File: src/rtl/timer_pkg.sv
// -----------------------------------------------------------------------------
// timer_pkg
// Shared definitions for the down-counting timer.
//   ST_IDLE / ST_RUN / ST_DONE : 2-bit state encodings of the timer FSM.
//   The remaining encoding (2'b11) is never entered and recovers to IDLE.
// -----------------------------------------------------------------------------
package timer_pkg;

  localparam logic [1:0] ST_IDLE = 2'b00;
  localparam logic [1:0] ST_RUN  = 2'b01;
  localparam logic [1:0] ST_DONE = 2'b10;

endpackage : timer_pkg

File: src/rtl/down_counter_timer.sv
// -----------------------------------------------------------------------------
// down_counter_timer
// Programmable down-counting timer with one-shot and periodic (auto-reload)
// modes. A loaded value counts down to zero; tc pulses for one cycle when the
// count reaches zero by decrement.
//
// Ports:
//   clk         in   system clock, rising edge
//   rst         in   asynchronous active-high reset
//   load        in   capture load_val into count and reload register, go IDLE
//   load_val    in   [WIDTH-1:0] value captured on load
//   start       in   begin / resume counting
//   stop        in   pause counting (count holds)
//   auto_reload in   1 = periodic, 0 = one-shot
//   count       out  [WIDTH-1:0] current counter value
//   busy        out  high while counting (RUN)
//   tc          out  one-cycle pulse when count reaches 0 by decrement
//   done        out  high while in DONE
// -----------------------------------------------------------------------------
module down_counter_timer
  import timer_pkg::*;
#(
  parameter int WIDTH = 4
) (
  input  logic             clk,
  input  logic             rst,
  input  logic             load,
  input  logic [WIDTH-1:0] load_val,
  input  logic             start,
  input  logic             stop,
  input  logic             auto_reload,
  output logic [WIDTH-1:0] count,
  output logic             busy,
  output logic             tc,
  output logic             done
);

  localparam logic [WIDTH-1:0] CNT_ZERO = {WIDTH{1'b0}};
  localparam logic [WIDTH-1:0] CNT_ONE  = {{(WIDTH-1){1'b0}}, 1'b1};

  logic [1:0]       r_state;
  logic [WIDTH-1:0] r_count;
  logic [WIDTH-1:0] r_reload;
  logic             r_tc;

  // State, count, reload register and tc pulse; priority rst > load > stop > start > count.
  always_ff @(posedge clk or posedge rst) begin
    if (rst) begin
      r_state  <= ST_IDLE;
      r_count  <= CNT_ZERO;
      r_reload <= CNT_ZERO;
      r_tc     <= 1'b0;
    end else if (load) begin
      r_count  <= load_val;
      r_reload <= load_val;
      r_state  <= ST_IDLE;
      r_tc     <= 1'b0;
    end else begin
      case (r_state)
        ST_IDLE: begin
          r_tc <= 1'b0;
          // Nothing to count from zero, so start is ignored there.
          if (start && (r_count != CNT_ZERO)) begin
            r_state <= ST_RUN;
          end else begin
            r_state <= ST_IDLE;
          end
        end
        ST_RUN: begin
          if (stop) begin
            r_state <= ST_IDLE;
            r_tc    <= 1'b0;
          end else if (r_count > CNT_ONE) begin
            r_count <= r_count - CNT_ONE;
            r_tc    <= 1'b0;
          end else if (r_count == CNT_ONE) begin
            // tc lands in the same cycle count shows zero.
            r_count <= CNT_ZERO;
            r_tc    <= 1'b1;
          end else if (auto_reload) begin
            // Zero is held for one cycle before reloading: period is N+1.
            r_count <= r_reload;
            r_tc    <= 1'b0;
          end else begin
            r_state <= ST_DONE;
            r_tc    <= 1'b0;
          end
        end
        ST_DONE: begin
          r_tc <= 1'b0;
          if (start && (r_reload != CNT_ZERO)) begin
            r_count <= r_reload;
            r_state <= ST_RUN;
          end else begin
            r_state <= ST_DONE;
          end
        end
        default: begin
          r_state <= ST_IDLE;
          r_tc    <= 1'b0;
        end
      endcase
    end
  end

  assign count = r_count;
  assign tc    = r_tc;
  assign busy  = (r_state == ST_RUN);
  assign done  = (r_state == ST_DONE);

endmodule : down_counter_timer

File: config.mk
export PLATFORM = sky130hd
export DESIGN_NAME = down_counter_timer
export DESIGN_NICKNAME = d
export VERILOG_FILES = /design/src/rtl/timer_pkg.sv /design/src/rtl/down_counter_timer.sv
export SDC_FILE = /design/constraint.sdc
export NUM_CORES = 1
export LEC_CHECK = 0
export BUFFER_PORTS_ARGS = -buffer_cell sky130_fd_sc_hd__buf_2
export CORE_AREA = 4 4 41 43
export DETAILED_ROUTE_END_ITERATION = 8
export DIE_AREA = 0 0 45 47
export HOLD_SLACK_MARGIN = 0.1
export PLACE_DENSITY = 0.87
export RECOVER_POWER = 100
export SLEW_MARGIN = 10
export SYNTH_ARGS = -nofsm -noshare
export SYNTH_HDL_FRONTEND = slang
export SYNTH_SLANG_ARGS = --single-unit
File: constraint.sdc
create_clock -name clk -period 4.95 [get_ports clk]
set_input_delay 0.7425 -clock clk [delete_from_list [all_inputs] [get_ports clk]]
set_output_delay 0.7425 -clock clk [all_outputs]
set_load 0.02 [all_outputs]
# Word level (Yosys, flattened, before mapping)
# Cells that the tools add are included.
[totals] reg_bits=11 in_bits=10 out_inout_bits=7 wordCells=43
[classes] n_addsub=1 n_lt_le_gt_ge=1 n_eq_ne=9 n_mux=20 reduce_logical=8
[ops] op="two-way mux 4 bit" count=6
[ops] op="two-way mux 2 bit" count=6
[ops] op="inequality test 4 bit (second input constant)" count=3
[ops] op="case mux 4 bit (2 select lines)" count=1
[ops] op="nonzero test 4 bit" count=2
[ops] op="two-way mux 1 bit" count=6
[ops] op="case mux 2 bit (3 select lines)" count=1
[ops] op="inequality test 5 x 3 -> 1 bit (second input constant)" count=1
[ops] op="equality test 4 x 1 -> 1 bit (second input constant)" count=1
[ops] op="> comparator 4 x 1 -> 1 bit (second input constant)" count=1
[ops] op="AND reduction 4 bit" count=1
[ops] op="subtractor 4 x 1 -> 4 bit (second input constant)" count=1
[ops] op="inequality test 3 x 2 -> 1 bit (second input constant)" count=1
[ops] op="inequality test 3 bit (second input constant)" count=1
[ops] op="AND reduction 3 bit" count=1
[ops] op="nonzero test 3 bit" count=1
[ops] op="equality test 2 x 1 -> 1 bit (second input constant)" count=1
[ops] op="equality test 2 bit (second input constant)" count=1
[ops] op="logical AND 1 bit" count=2
[ops] op="logical NOT 2 bit" count=1

# Logic depth before layout (Yosys ltp)
[depth] depth_word=6 ltp_mapped=6 mapped_depth_nobuf=6

# Worst setup path after synthesis
# Ideal clock, no wire load.
[synth_path] path_kind="reg2reg" startpoint="reg r_count[0], in the netlist count[0]" endpoint="reg r_count[2], in the netlist count[2]" setup_ps=130 arrival_time_ps=1730 t_required_ps=4820 path_slack_ps=3090 path_stages_with_launch=7 path_buffers=0 synth_period_minus_slack_ps=1860 cell_sequence="dfrtp_1 > inv_1 > ha_1 > or4b_4 > o21ai_4 > and2_2 > o22ai_1"
[synth_between] elab_chain_cells=6 word_cells_on_any_way=10 classes_between="add/sub (1); order compare (1); eq/ne (2); mux (5); reduce/logical (1)"
[synth_rtl] item="from (decl)" line="down_counter_timer.sv:42" source="logic [WIDTH-1:0] r_count;"
[synth_rtl] item="from (signal assigned)" line="down_counter_timer.sv:54" source="r_count <= load_val;"
[synth_rtl] item="from (signal assigned)" line="down_counter_timer.sv:74" source="r_count <= r_count - CNT_ONE;"
[synth_rtl] item="from (signal assigned)" line="down_counter_timer.sv:82" source="r_count <= r_reload;"
[synth_rtl] item="parallel branches: the longest is 6 deep, another holds subtractor 4 x 1 -> 4 bit"
# Several ways; the timed one is not identified. The select of a mux whose other input is x is not followed.
# A chain may end at the register's enable or synchronous reset.

# Final worst setup path
# Ends and elaborated chain as after synthesis.

==> summary.txt <==
Power
  – Pwr/cell area: roughly 480 nW/um^2
  – Total power: 372 uW
  – Max rail drop VDD: between 0.2 and 0.3 mV
  – Leakage power: about 0.37 nW

Critical path
  – Worst reg2reg path startpoint: count[0]
  – Worst path required time: 5.11 ns
  – Slowest CP cell: or4b_1
  – Crit path DAT: 2.47 ns
  – Nature of the critical path endpoint: flip-flop
  – CP cell instances: inv_1 -> ha_1 -> or4b_1 -> o21ai_0 -> and2_2 -> o22ai_1
  – R2r endpoint: count[2]
  – R2r worst-path depth: 6
  – Kind of critical path: reg -> reg
  – CP max stage delay: 0.54 ns
  – Setup slack, reg-to-reg: roughly 2.6 ns
  – Max FO, Critical Path: 5
  – Critical Path Source Type: flip-flop

Synth
  – Mapped cell area: 682 sq um
  – Cells after synthesis: 65
  – Syn Area/Cell: 10.5 sq um
  – Ranking of synthesized cells by area: dfrtp_1 40%, inv_1 6.1%, ha_1 5.5%
  – Sequential-to-total area share from yosys stat: 0.404
  – Cell taking the most area after synthesis: dfrtp_1
  – Net count after synthesis: 78
  – Synth Register Bits: 11
  – Ys Warns: 0
  – Top cell type's share of synthesized area: 0.404
  – Yosys cell types: 30

STA
  – Fin. max-slew vios: 0
  – Max Clock Skew: 0.00848 ns
  – Period utilisation layout: 0.468
  – Max Clock Freq: about 430 MHz
  – Tightest Pin Transition: slightly below 0.7 ns
  – Tmin final: between 2 and 2.5 ns
  – Final hold violation count: 0
  – Total negative setup slack: 0 ns
  – Unrepaired setup endpoints after global routing: false
  – Count of final setup violators: 0
  – Slew margin rel.: 0.552

Route
  – Via/cell ratio: between 5 and 6
  – Remaining DRCs: 0
  – Routed Antenna Nets: 0
  – Via count: 565
  – WL per Instance: 14.6 um
  – First-pass detailed-route iteration total: 4
  – Iteration-0 DRC Markers: 31
  – Drt total wl: approximately 1400 um

Final layout
  – Share of cells above drive strength 1: 0.274
  – Multi-input logic area: 345 sq um
  – Register area: 275 sq um
  – # nets final: 98
  – P&R area growth vs syn: 14.1%
  – Fill cell count: ~120
  – Final Non-Filler Cells: 99
  – Ant. Diodes: 0
  – Fin util: 0.598

Placement
  – Placed wire-length estimate: between 1000 and 1500 um
  – I/O Buffers: 16
  – Cells after DPL: 95
  – RD Place Congestion: 0.796

Global route
  – Vias in the first global route: 550
  – GRT Resource Usage Total: 0.160
  – Pin count of the biggest net entering global routing: 15
  – Initial antenna violation count: 0
  – Grt ovf: 0
  – First-pass GRT wire length: 2420 um

Clock tree
  – CTS Buf Count: 3
  – Longest Clk Path Bufs: 2
  – H-tree depth: 1
  – Clock transition at the registers of the reported paths: 0.08 ns
  – Root buf cell: clkbuf_4
  – Setup bufs post-CTS: 0
  – Hold-fix buffers, CTS: 0
  – CTS tree: built
  – CTS Sinks: 11
  – CTS resizes: 0
  – Worst-Skew Late Latency: 0.27 ns

Floorplan
  – Row cnt: 13
  – Initial core utilization: 0.524
  – Full die area: roughly 2100 sq um
  – Die H: 47 um
  – Core region area: 1300 sq um
  – I/O pins: 17
  – Die width: between 40 and 50 um

Run
  – Max-cap viol count: 0

Min path
  – Hold WC Path Type: in -> async

Status
  – Status: completed
[worst max-delay path, delay by kind of cell, from the launching register on]
family / cells / cell delay, ns
simple gates: 2 / 0.82
compound gates: 2 / 0.59
flops: 1 / 0.42
buf+inv: 1 / 0.15
fa+ha+maj: 1 / 0.22
[cell type report]
| cell class | count | area share |
|---|---|---|
| Clock buffer | 3 | 0.0289 |
| Sequential cell | 11 | 0.354 |
| Inverter | 11 | 0.0531 |
| Timing Repair Buffer | 16 | 0.0900 |
| Clock inverter | 1 | 0.00643 |
| Tap cell | 15 | 0.0241 |
| Multi-Input combinational cell | 42 | 0.444 |
[flip-flops by register name, indices dropped and copies added (netlist names)]
| name | count |
|---|---|
| count | 4 |
| r_reload | 4 |
| r_state | 2 |
| tc | 1 |
[cell usage after synthesis (all sizes together)]
cell,n
o21ai,2
a222oi,3
dfrtp,11
nand3,3
nand2b,1
mux2i,2
or4b,1
or2,1
nor2,4
nor4,1
or4,1
nor3b,1
inv,11
a31oi,1
a211oi,1
a32oi,1
mux2,3
o2111ai,1
o22ai,2
buf,1
ha,3
and2,1
a22oi,2
nand2,2
a21oi,4
and4b,1
[metal layers]
metal	vias up	part of all wire	global-route usage
li1	278	-	-
met1	266	0.45	0.196
met2	16	0.47	0.266
met3	5	0.058	0.0307
met4	0	0.021	0.0877
met5	-	0	0
[how the worst max path moves through the flow]
stage / depth (start not counted) / end / start
6_report: 6 / count[2] / count[0]
5_1_grt: 6 / count[2] / count[0]
4_1_cts: 3 / done / r_state[0]
3_5_place_dp: 5 / count[3] / stop
3_3_place_gp: 5 / count[3] / stop
2_1_floorplan: 6 / count[2] / count[0]
[cells in the final DEF (no fill, tap or decap), types with 2 or more instances in the layout]
master | netlist | final
a222oi_1 | 3 | 3
clkbuf_1 | 0 | 8
dfrtp_1 | 11 | 11
ha_1 | 3 | 3
o21ai_0 | 1 | 2
mux2i_1 | 2 | 2
nor2_1 | 4 | 4
mux2_2 | 3 | 3
a22oi_1 | 2 | 2
buf_2 | 1 | 8
nand3_1 | 3 | 3
clkbuf_4 | 0 | 3
inv_1 | 11 | 11
a21oi_1 | 3 | 3
[power by group]
part           switching, mW  internal, mW
clock                 0.0318        0.0299
sequential            0.0225         0.110
combinational          0.110        0.0670
[metrics by stage]
stage | cell area (sq um) | hold slack [ns] | setup WS, ns
2_1_floorplan | 682 | 0.505 | 3.09
3_3_place_gp | 776 | 0.529 | 3.06
3_5_place_dp | 776 | 0.540 | 3.03
4_1_cts | 803 | 0.468 | 2.98
5_1_grt | 778 | 0.480 | 2.47
6_report | 778 | 0.447 | 2.63
[logic make-up (layout without fill, tap and decap cells)]
| logic type | after synthesis | count (layout) | share of synthesized area |
|---|---|---|---|
| multiplexers | 5 | 5 | 0.0789 |
| AO/OA/AOI/OAI | 17 | 17 | 0.235 |
| flip-flops | 11 | 11 | 0.404 |
| AND/OR/NAND/NOR | 17 | 17 | 0.160 |
| adder cells (fa/ha/maj) | 3 | 3 | 0.0551 |
| buffers and inverters | 12 | 31 | 0.0679 |
Note: power is estimated with default switching activity, not from simulation.
